## config.mk

```make
export PLATFORM = sky130hd
export DESIGN_NAME = morse_round_timer
export DESIGN_NICKNAME = d
export VERILOG_FILES = /design/src/rtl/morse_round_timer.sv
export SDC_FILE = /design/constraint.sdc
export NUM_CORES = 1
export LEC_CHECK = 0
export ABC_AREA = 1
export CAP_MARGIN = 0
export CORE_MARGIN = 5
export CORE_UTILIZATION = 50
export DETAILED_ROUTE_END_ITERATION = 7
export PLACE_DENSITY_LB_ADDON = 0.1
export SETUP_SLACK_MARGIN = 0.4
export SYNTH_ARGS = -nofsm -noshare
export SYNTH_HDL_FRONTEND = slang
export SYNTH_SLANG_ARGS = --single-unit
```

## constraint.sdc

```tcl
create_clock -name clk -period 2.4 [get_ports clk]
set_clock_uncertainty 0.1 [all_clocks]
set_input_delay 0.48 -clock clk [delete_from_list [all_inputs] [get_ports clk]]
set_output_delay 0.48 -clock clk [all_outputs]
set_load 0.1 [all_outputs]
```

## src/rtl/morse_round_timer.sv

```systemverilog
// morse_round_timer: picks a pseudo-random digit per game round, runs a
// per-difficulty countdown against the player's answer, and reports
// correct/wrong, remaining seconds and a saturating score.
//
// Strobes: start and answer_valid are single-cycle pulses sampled on the
// rising clock edge; there is no back-pressure. logout is a level that
// aborts to IDLE on the next edge and wins over start.
module morse_round_timer #(
    parameter int         TICK_DIV  = 50000000,
    parameter int         SECS_EASY = 10,
    parameter int         SECS_MED  = 6,
    parameter int         SECS_HARD = 3,
    parameter logic [7:0] LFSR_SEED = 8'hA5
) (
    input  logic       clk,
    input  logic       rst,
    input  logic       start,
    input  logic [1:0] difficulty,
    input  logic       logout,
    input  logic [3:0] answer,
    input  logic       answer_valid,
    output logic [3:0] number,
    output logic       timeout,
    output logic       timeout_med,
    output logic       timeout_hard,
    output logic       round_active,
    output logic       correct,
    output logic       wrong,
    output logic [3:0] time_left,
    output logic [6:0] score
);

    localparam logic [2:0] S_IDLE    = 3'd0;
    localparam logic [2:0] S_LOAD    = 3'd1;
    localparam logic [2:0] S_RUN     = 3'd2;
    localparam logic [2:0] S_TIMEOUT = 3'd3;
    localparam logic [2:0] S_RESULT  = 3'd4;

    localparam int PW = (TICK_DIV > 1) ? $clog2(TICK_DIV) : 1;
    localparam logic [PW-1:0] PRESC_MAX = PW'(TICK_DIV - 1);

    localparam logic [3:0] SECS_EASY_L = 4'(SECS_EASY);
    localparam logic [3:0] SECS_MED_L  = 4'(SECS_MED);
    localparam logic [3:0] SECS_HARD_L = 4'(SECS_HARD);

    logic [2:0]    state;
    logic [7:0]    lfsr;
    logic [PW-1:0] presc;
    logic [1:0]    diff_q;
    logic [3:0]    lfsr_digit;
    logic [3:0]    load_secs;
    logic          tick;
    logic          lfsr_fb;

    // Fibonacci feedback for taps 8,6,5,4 (bit 8 is lfsr[7]).
    assign lfsr_fb = lfsr[7] ^ lfsr[5] ^ lfsr[4] ^ lfsr[3];

    // Prescaler wrap marks the one-second tick while a round is running.
    assign tick = (state == S_RUN) && (presc == PRESC_MAX);

    // Fold the low LFSR nibble into 0..9.
    always_comb begin
        lfsr_digit = lfsr[3:0];
        if (lfsr[3:0] > 4'd9) begin
            lfsr_digit = lfsr[3:0] - 4'd10;
        end
    end

    // Round length for the difficulty being latched; 11 counts as hard.
    always_comb begin
        load_secs = SECS_HARD_L;
        case (difficulty)
            2'b00:   load_secs = SECS_EASY_L;
            2'b01:   load_secs = SECS_MED_L;
            default: load_secs = SECS_HARD_L;
        endcase
    end

    // Free-running LFSR; shifts every cycle in every state, never all-zero.
    always_ff @(posedge clk or negedge rst) begin
        if (!rst) begin
            lfsr <= LFSR_SEED;
        end else begin
            lfsr <= {lfsr[6:0], lfsr_fb};
        end
    end

    // Round control FSM with all outputs registered.
    always_ff @(posedge clk or negedge rst) begin
        if (!rst) begin
            state        <= S_IDLE;
            presc        <= '0;
            diff_q       <= 2'b00;
            number       <= 4'hF;
            timeout      <= 1'b0;
            timeout_med  <= 1'b0;
            timeout_hard <= 1'b0;
            round_active <= 1'b0;
            correct      <= 1'b0;
            wrong        <= 1'b0;
            time_left    <= 4'd0;
            score        <= 7'd0;
        end else begin
            correct <= 1'b0;
            wrong   <= 1'b0;
            if (logout) begin
                // Score survives a logout; only reset clears it.
                state        <= S_IDLE;
                number       <= 4'hF;
                timeout      <= 1'b0;
                timeout_med  <= 1'b0;
                timeout_hard <= 1'b0;
                time_left    <= 4'd0;
                presc        <= '0;
                round_active <= 1'b0;
            end else begin
                case (state)
                    S_IDLE: begin
                        number       <= 4'hF;
                        round_active <= 1'b0;
                        if (start) begin
                            state <= S_LOAD;
                        end
                    end
                    S_LOAD: begin
                        diff_q       <= difficulty;
                        number       <= lfsr_digit;
                        time_left    <= load_secs;
                        presc        <= '0;
                        timeout      <= 1'b0;
                        timeout_med  <= 1'b0;
                        timeout_hard <= 1'b0;
                        round_active <= 1'b1;
                        state        <= S_RUN;
                    end
                    S_RUN: begin
                        if (answer_valid) begin
                            // An answer on the final tick beats the timeout;
                            // time_left freezes at its current value.
                            round_active <= 1'b0;
                            state        <= S_RESULT;
                            if (answer == number) begin
                                correct <= 1'b1;
                                if (score < 7'd99) begin
                                    score <= score + 7'd1;
                                end
                            end else begin
                                wrong <= 1'b1;
                            end
                        end else begin
                            presc <= tick ? '0 : presc + PW'(1);
                            if (tick) begin
                                time_left <= time_left - 4'd1;
                                if (time_left == 4'd1) begin
                                    round_active <= 1'b0;
                                    state        <= S_TIMEOUT;
                                    case (diff_q)
                                        2'b00:   timeout      <= 1'b1;
                                        2'b01:   timeout_med  <= 1'b1;
                                        default: timeout_hard <= 1'b1;
                                    endcase
                                end
                            end
                        end
                    end
                    S_TIMEOUT, S_RESULT: begin
                        round_active <= 1'b0;
                        if (start) begin
                            state <= S_LOAD;
                        end
                    end
                    default: begin
                        state <= S_IDLE;
                    end
                endcase
            end
        end
    end

endmodule

```

==> run_results.csv, run 1 <==
group,metric,value,unit
placement,dpl.cell_count,549,
logic_synthesis,ys_seq_elements,60,
layout,fin_cells,566,
drt,drtAntennaViolNets,0,
floorplan,die_height,92.8,um
placement,port_buffers,31,
floorplan,die_w,92.8,um
setup_path,path_buf_inv,2,
logic_synthesis,synth_top_family_by_area,"simple AND/OR/NAND/NOR gates",
logic_synthesis,syn_nets,456,
global_route,grt_use_total,18.3,%
placement,dpl-instance-area,3740,um2
clock_network,cts_tree,"built",
setup_path,path_class,"reg2reg",
global_route,antenna_found_initial,0,
layout,syn2layout_area_growth,14.7,%
floorplan,core,6720,um2
setup_path,arrival,2.00,ns
floorplan,initial_utilization,51.1,%
logic_synthesis,synth-edff-count,0,
run,maxCapViolations,0,
global_route,grt_max_degree,50,
clock_network,numCtsBuffers,9,
clock_network,cts_buffer_depth,2,
placement,finalWeightedCongestion,0.887,
placement,dp_hpwl,5310,um
timing,fin_crit_sh,78.0,%
layout,postLayoutCellArea,3940,um2
timing,slew_violations,0,
setup_path,path_max_fanout,19,
setup_path,crit_path_end_kind,"flop",
logic_synthesis,synthAdderAreaFrac,1.82,%
placement,pre_cts_ws,0.230,ns
drt,wl,7230,um
logic_synthesis,ys.warnings.count,0,
pwr,ir_drop,0.662,mV
global_route,gr-total-overflow,0,
logic_synthesis,synth_top_cell_area_share,37.9,%
global_route,grt_pass1_vias,2858,
logic_synthesis,postSynth.asyncResetShare,100,%
timing,finalSetupViolCount,0,
logic_synthesis,synth_top_cell_by_area,"dfrtp_1",
pwr,leakagePower,1.86,nW
layout,drive_gt1_share,16.7,%
status,status,"complete, no violations",
timing,worstMarginPinSlew,0.358,ns
logic_synthesis,avgSynthCellArea,7.80,um2
logic_synthesis,synthSimpleGateAreaFrac,33.3,%
logic_synthesis,synth_xor_area_share,3.06,%
hold_path,hold_class,"reg2reg",
timing,finalSetupTns,0,ns
clock_network,clockRootBuffer,"clkbuf_8",
logic_synthesis,synth_cell_types,37,
setup_path,cpLargestDelayFamily,"simple AND/OR/NAND/NOR gates",
layout,fin_util,58.6,%
pwr,p_per_area,930,nW/um2
setup_path,max_stage_delay,0.39,ns
logic_synthesis,ys_seq_area_share,44.1,%
drt,dr.pass1.iters,4,
timing,min_period,1.87,ns
logic_synthesis,ys_dominant_reg_cell,"dfrtp_1",
floorplan,rows,30,
drt,viasPerCell,5.15,
timing,finalHoldViolCount,0,
timing,rsz0062_at_grt,"true",
setup_path,cp_common_cell,"nor2_1",
drt,vias,2916,
clock_network,clock_latency,0.35,ns
drt,wl_per_cell,12.8,um
timing,max_freq,0.534,GHz
logic_synthesis,synth_compound_area_share,7.66,%
clock_network,clk_pin_slew_worst_paths,0.08,ns
timing,slew_headroom,76.0,%
timing,final.setup.worst_slack,0.528,ns
setup_path,start_kind,"flop",
logic_synthesis,syn_area,3430,um2
drt,drt_iter0_markers,129,
floorplan,dieArea,8620,um2
clock_network,cts.sinks,60,
setup_path,slowest_stage,"dfrtp_1",
floorplan,io_pins,32,
setup_path,crit_path_cell_trace,"ha_1 > nand3_1 > inv_2 > nand2_1 > nor2_1 > nand2_2 > nand2_4 > nand2_8 > inv_4 > nor2_1",
logic_synthesis,synth_cells,440,
logic_synthesis,yosys-mux-area-fraction,0,%
global_route,grt_pass1_wl,12600,um
setup_path,cp.required,2.53,ns
clock_network,ctsHtreeMaxLevel,3,
layout,final_nets,497,
drt,drc,0,
layout,diodes,0,
logic_synthesis,synthTopCellsByArea,"dfrtp_1 38%, nand2_1 11%, inv_1 6.9%",
==> report_power, final <==
part / switching (mW) / internal, mW / leakage [nW]
sequential: 0.121 / 1.15 / 0.796
clock: 0.468 / 0.388 / 0.0868
combinational: 1.19 / 0.349 / 0.979
total: 1.78 / 1.89 / 1.86
==> cells in the mapped netlist (5+ instances only) <==
master and instances:
nand2_1 104, inv_1 63, dfrtp_1 52, nor2_1 46, nand3_1 39, nand4_1 21, a21oi_1 17, o21ai_0 15
nor2_2 9, dfstp_2 8, nor3_1 8, xor2_1 8, ha_1 5
==> worst reg2reg max path: stages (launching register included) <==
cell	delay (ns)
dfrtp_1	0.39
ha_1	0.21
nand3_1	0.15
inv_2	0.11
nand2_1	0.05
nor2_1	0.13
nand2_2	0.12
nand2_4	0.13
nand2_8	0.12
inv_4	0.18
nor2_1	0.08
==> cell type report <==
class | instances | area (um2)
clock buffers | 9 | 124
clock inverters | 7 | 58.8
fillers | 623 | 2780
inverters | 67 | 254
multi-input cells | 306 | 1570
flip-flops and latches | 60 | 1510
well taps | 80 | 100
repair buffers | 37 | 313
==> sequential cells by signal, summed over array words and instances (netlist names) <==
signal,cells
score,7
number,4
time_left,4
timeout,1
timeout_med,1
state,3
timeout_hard,1
wrong,1
diff_q,2
round_active,1
correct,1
presc,26
lfsr,8
==> kinds of logic (layout without fill, tap and decap cells) <==
group                    after synthesis  count (layout)
adder cells (fa/ha/maj)                5               5
flip-flops                            60              60
AO/OA/AOI/OAI                         47              47
buffers and inverters                 74             120
XOR/XNOR                              12              12
AND/OR/NAND/NOR                      242             242
==> stage by stage <==
step                power [mW]  hold WS [ns]
finish                    3.66         0.258
global route              3.88         0.264
CTS                       3.70         0.260
detailed placement        2.83         0.243
global placement          2.81         0.236
floorplan                 2.57        0.0844
==> placed cells by master (no fill, tap or decap), drive strengths merged, types with 10 or more instances in the layout <==
cell type,instances
nand2,110
inv,70
nor2,58
dfrtp,52
nand3,40
buf,27
nand4,21
a21oi,19
o21ai,18
nor3,10
==> routing by layer <==
layer / vias to the layer above / share of wire (%) / global-route usage [%]
met5: - / 0 / 0
met4: 0 / 1.5 / 6.72
met3: 10 / 3.4 / 5.20
met2: 45 / 48 / 29.5
met1: 1354 / 47 / 23.2
li1: 1507 / - / -
==> what timing repair did <==
item	in CTS	in global routing
setup buffers	0	0
hold buffers	1	0
resized for setup	0	3
endpoints found under the hold margin	11	0
setup endpoints to repair	0	14
==> path summary, 6_finish.rpt <==
kind / from / end / slack, ns / cells past startpoint
worst max-delay path: presc[0] / presc[24] / 0.53 / 10
worst max register to register: presc[0] / presc[24] / 0.53 / 10
worst min-delay path: lfsr[6] / lfsr[7] / 0.26 / 0
max in group asynchronous: rst / number[0] / 1.15 / 3
min in group asynchronous: rst / presc[8] / 0.45 / 2
worst min register to register: lfsr[6] / lfsr[7] / 0.26 / 0
No activity file was read; power rests on OpenSTA's default activity.
==> run 2: changes to the inputs <==
clock period = 1.9 ns   (was 2.4 ns; I/O delays follow)
==> run 2 against run 1 <==
  * Non-clock buffer count is 56 higher
  * Critical path depth is 2 lower
  * Maximum frequency is 6.9% higher
  * Sequential share of layout area is 8.5 points lower
  * Clock power is 32% higher
  * Setup slack worse by 0.38 ns
  * Power is 65% higher
  * Sequential power is 36% higher
  * Die area stayed put
  * Worst hold slack worse by 0.00093 ns
  * Combinational power is 110% higher
  * Register-to-register slack worse by 0.38 ns
==> run_results.csv, run 2 (synthesized netlist as in run 1, its figures left out) <==
group,metric,value,unit
status,status,"complete, no violations",
placement,dp_hpwl,5610,um
layout,drive_gt1_share,40.9,%
clock_network,numCtsBuffers,9,
drt,drtAntennaViolNets,0,
pwr,p_per_area,1170,nW/um2
drt,viasPerCell,5.43,
global_route,grt_pass1_vias,3311,
hold_path,hold_start,"lfsr[6]",
clock_network,clockRootBuffer,"clkbuf_8",
timing,slew_violations,0,
global_route,grt_pass1_wl,15000,um
setup_path,path_max_fanout,8,
timing,fin_crit_sh,92.2,%
floorplan,dieArea,8620,um2
setup_path,cp.required,2.02,ns
hold_path,whs_path_depth,0,
timing,timing.hold.ws,0.257,ns
drt,drt_iter0_markers,144,
drt,vias,3380,
timing,worstMarginPinSlew,0.366,ns
layout,top_register,"presc",
placement,port_buffers,31,
global_route,grt_max_degree,61,
floorplan,die_w,92.8,um
setup_path,r2r_cells,8,
pwr,leakagePower,2.33,nW
timing,rsz0062_at_grt,"true",
layout,syn2layout_area_growth,50.7,%
pwr,power,6.03,mW
floorplan,die_height,92.8,um
setup_path,start_kind,"flop",
global_route,antenna_found_initial,0,
clock_network,cts.sinks,60,
setup_path,r2r_start,"state[2]",
global_route,gr-total-overflow,0,
drt,drc,0,
layout,top_regs,"presc (26), lfsr (8), score (7)",
setup_path,arrival,1.88,ns
hold_path,whs_endpoint,"lfsr[7]",
timing,finalHoldViolCount,0,
placement,pre_cts_ws,-0.102,ns
clock_network,clock_latency,0.34,ns
placement,finalWeightedCongestion,0.861,
timing,final.setup.worst_slack,0.149,ns
clock_network,clk_pin_slew_worst_paths,0.08,ns
layout,final_nets,554,
drt,wl_per_cell,15.5,um
floorplan,rows,30,
timing,finalSetupViolCount,0,
layout,fillers,454,
floorplan,core,6720,um2
global_route,grt_use_total,21.8,%
pwr,ir_drop,0.962,mV
setup_path,path_class,"reg2reg",
timing,slew_headroom,75.5,%
clock_network,cts_buffer_depth,2,
timing,min_period,1.75,ns
timing,max_freq,0.571,GHz
setup_path,reg2reg_to,"time_left[0]",
run,maxCapViolations,0,
drt,dr.pass1.iters,4,
setup_path,reg2reg_slack,0.15,ns
layout,layout_common_cells,"84 x nand2_1, 58 x inv_1, 42 x buf_4",
layout,final_common_cell,"nand2_1",
floorplan,initial_utilization,51.1,%
setup_path,crit_path_end_kind,"flop",
floorplan,io_pins,32,
hold_path,hold_class,"reg2reg",
layout,diodes,0,
drt,wl,9660,um
layout,largest_reg_flops,26,
clock_network,ctsHtreeMaxLevel,3,
clock_network,cts_tree,"built",
-- run 2: changes by cell type in the layout (fill, tap and decap cells not counted), sizes merged --
cell / previous run / this run
buf: 27 / 83
inv: 70 / 68
clkbuf: 9 / 10
clkinv: 2 / 3
nand2: 110 / 111
-- run 2: worst max-delay path by stage --
stage | slack, ns | cells after the start | end | startpoint
3_5_place_dp | -0.10 | 7 | score[0] | answer[1]
4_1_cts | 0.23 | 9 | presc[19] | presc[0]
3_3_place_gp | -0.08 | 7 | score[0] | answer[1]
5_1_grt | 0.05 | 11 | state[1] | state[2]
6_report | 0.15 | 8 | time_left[0] | state[2]
2_1_floorplan | 0.15 | 6 | score[0] | number[0]
-- run 2: cell type report --
type | instances | area (um2) | area share (%)
Tap cell | 80 | 100 | 1.94
Sequential cell | 60 | 1550 | 29.9
Multi-Input combinational cell | 307 | 1920 | 37.1
Clock buffer | 10 | 149 | 2.88
Inverter | 67 | 269 | 5.20
Timing Repair Buffer | 93 | 1140 | 22.1
Clock inverter | 6 | 46.3 | 0.895
-- run 2: power breakdown --
group / total (mW) / switching [mW] / internal, mW
Sequential: 1.73 / 0.241 / 1.49
Combinational: 3.17 / 1.89 / 1.28
Clock: 1.13 / 0.570 / 0.559
-- run 2: repair_timing --
action	CTS	global route
setup endpoints to repair	51	57
resized for setup	48	56
hold buffers	1	0
buffers inserted	26	16
hold endpoints to repair	52	0
pin swaps	20	33
gates cloned	4	0
-- run 2: per-stage QoR --
step                      instance area (um2)  utilization [%]  TNS (ns)  instances
final                                    5170             77.0         0        623
after global routing                     5170             77.0         0        623
after CTS                                4860             72.3         0        607
after detailed placement                 4170             62.1    -0.873        560
after global placement                   4170             62.1    -0.406        560
after floorplan                          3510                -         0        440
-- run 2: worst max-delay path: stages, from the launching register on --
cell and delay, ns:
dfrtp_1 0.43, nor2_2 0.18, nand2_1 0.18, nand3_4 0.24
buf_6 0.15, nand2_8 0.08, buf_8 0.16, nand2_2 0.06
o21ai_2 0.05
-- run 2: routing by layer --
metal  up-vias  GRT usage (%)  wire, um
li1       1620              -         -
met1      1625           24.8      3770
met2       102           38.3      5170
met3        33           3.98       356
met4         0           12.2       370
met5         -              0         0
==> run 3: changes to the inputs <==
CORE_MARGIN = 10   (was 5)
==> run 3 against run 2 <==
  * Sequential share of layout area grew 1.1 points
  * Via count fell by 2.9%
  * Design area shrank 3.6%
  * Die area increased by 23%
  * Routed wire length down 4.6%
  * Clock power grew 5%
  * Maximum frequency is 0.21% lower
  * Worst hold slack improved by 0.013 ns
  * Largest power group unchanged
==> run_results.csv, run 3 (synthesized netlist as in run 1, its figures left out) <==
group,metric,value,unit
status,status,"complete, no violations",
floorplan,core,6720,um2
setup_path,reg2reg_to,"presc[22]",
hold_path,whs_path_depth,0,
global_route,grt_max_degree,61,
setup_path,cpLargestDelayFamily,"simple AND/OR/NAND/NOR gates",
clock_network,cts_buffer_depth,2,
timing,slew_violations,0,
setup_path,cp_common_cell,"nand2_4",
timing,finalSetupViolCount,0,
global_route,gr-total-overflow,0,
clock_network,ctsHtreeMaxLevel,3,
hold_path,whs_endpoint,"lfsr[7]",
layout,drive_gt1_share,36.4,%
layout,final_nets,536,
layout,top_register,"presc",
timing,max_freq,0.570,GHz
placement,dpl-instance-area,4170,um2
setup_path,path_max_fanout,6,
layout,fillers,479,
drt,wl_per_cell,15.2,um
timing,worstMarginPinSlew,0.317,ns
drt,wl,9220,um
setup_path,path_buf_inv,4,
pwr,ir_drop,0.939,mV
setup_path,path_class,"reg2reg",
layout,diodes,0,
setup_path,crit_path_cell_trace,"inv_2 > nand2_4 > nor2_4 > buf_12 > inv_4 > nor2_8 > nand2_4 > buf_12 > nand2_4 > nand2_1 > a21oi_1",
drt,vias,3283,
clock_network,numCtsBuffers,9,
timing,rsz0062_at_grt,"true",
layout,final_common_cell,"nand2_1",
floorplan,initial_utilization,51.1,%
placement,finalWeightedCongestion,0.819,
setup_path,cp.required,2.08,ns
setup_path,arrival,1.93,ns
timing,timing.hold.ws,0.269,ns
clock_network,clock_latency,0.35,ns
layout,postLayoutCellArea,4990,um2
layout,largest_reg_flops,26,
setup_path,reg2reg_slack,0.15,ns
layout,fin_util,74.2,%
placement,dp_hpwl,5640,um
floorplan,rows,30,
drt,viasPerCell,5.43,
global_route,grt_pass1_wl,14600,um
pwr,leakagePower,2.21,nW
floorplan,die_height,103,um
drt,dr.pass1.iters,5,
hold_path,hold_class,"reg2reg",
setup_path,crit_path_end_kind,"flop",
timing,slew_headroom,78.7,%
global_route,grt_use_total,17.4,%
clock_network,cts.sinks,60,
drt,drt_iter0_markers,197,
drt,drtAntennaViolNets,0,
timing,finalHoldViolCount,0,
setup_path,start_kind,"flop",
floorplan,dieArea,10600,um2
placement,port_buffers,31,
global_route,grt_pass1_vias,3172,
pwr,p_per_area,1180,nW/um2
clock_network,clockRootBuffer,"clkbuf_8",
floorplan,die_w,103,um
hold_path,hold_start,"lfsr[6]",
setup_path,max_stage_delay,0.44,ns
layout,syn2layout_area_growth,45.4,%
clock_network,cts_tree,"built",
drt,drc,0,
floorplan,io_pins,32,
run,maxCapViolations,0,
clock_network,clk_pin_slew_worst_paths,0.08,ns
setup_path,r2r_start,"state[2]",
timing,min_period,1.75,ns
setup_path,r2r_cells,11,
layout,layout_common_cells,"88 x nand2_1, 59 x inv_1, 38 x dfrtp_1",
layout,top_regs,"presc (26), lfsr (8), score (7)",
global_route,antenna_found_initial,0,
timing,fin_crit_sh,92.4,%
setup_path,slowest_stage,"dfrtp_1",
-- run 3: metal layers --
layer | wire length (um) | share of wire, % | GRT usage, %
met1 | 3650 | 40 | 19.6
met2 | 4840 | 53 | 29.6
met3 | 428 | 4.6 | 4.16
met4 | 294 | 3.2 | 9.63
met5 | 0 | 0 | 0
-- run 3: per-stage QoR --
step | total power [mW] | TNS [ns] | setup WS, ns | instances
2_1_floorplan | 3.34 | 0 | 0.146 | 440
3_3_place_gp | 4.05 | -0.393 | -0.0930 | 559
3_5_place_dp | 4.08 | -0.793 | -0.125 | 559
4_1_cts | 5.69 | 0 | 0.226 | 597
5_1_grt | 6.14 | 0 | 0.0775 | 605
6_report | 5.89 | 0 | 0.145 | 605
-- run 3: area by class of cell --
cell class              count  area, um2  area share [%]
clock buffers               9        124            2.48
clock inverters             7       75.1            1.51
well taps                  80        100            2.01
flip-flops and latches     60       1550            31.1
multi-input cells         307       1850            37.1
repair buffers             75       1020            20.4
inverters                  67        269            5.39
-- run 3: how the worst max path moves through the flow --
stage / to / from / cells after the start / slack [ns]
after CTS: number[0] / number[0] / 1 / 0.23
after global routing: presc[22] / state[2] / 11 / 0.08
after global placement: score[0] / answer[1] / 7 / -0.09
after detailed placement: score[0] / answer[1] / 7 / -0.13
final: presc[22] / state[2] / 11 / 0.15
after floorplan: score[0] / number[0] / 6 / 0.15
-- run 3: what timing repair did --
action	in CTS	in global routing
setup buffers	18	7
setup endpoints to repair	52	56
gates resized for setup	38	44
hold buffers	1	0
pin swaps	17	20
endpoints found under the hold margin	52	0
cloned	3	1
-- run 3: report_power, final --
group,internal (mW),leakage (nW),switching (mW)
combinational,1.18,1.35,1.79
clock,0.611,0.0923,0.578
sequential,1.49,0.775,0.238
total,3.29,2.21,2.61
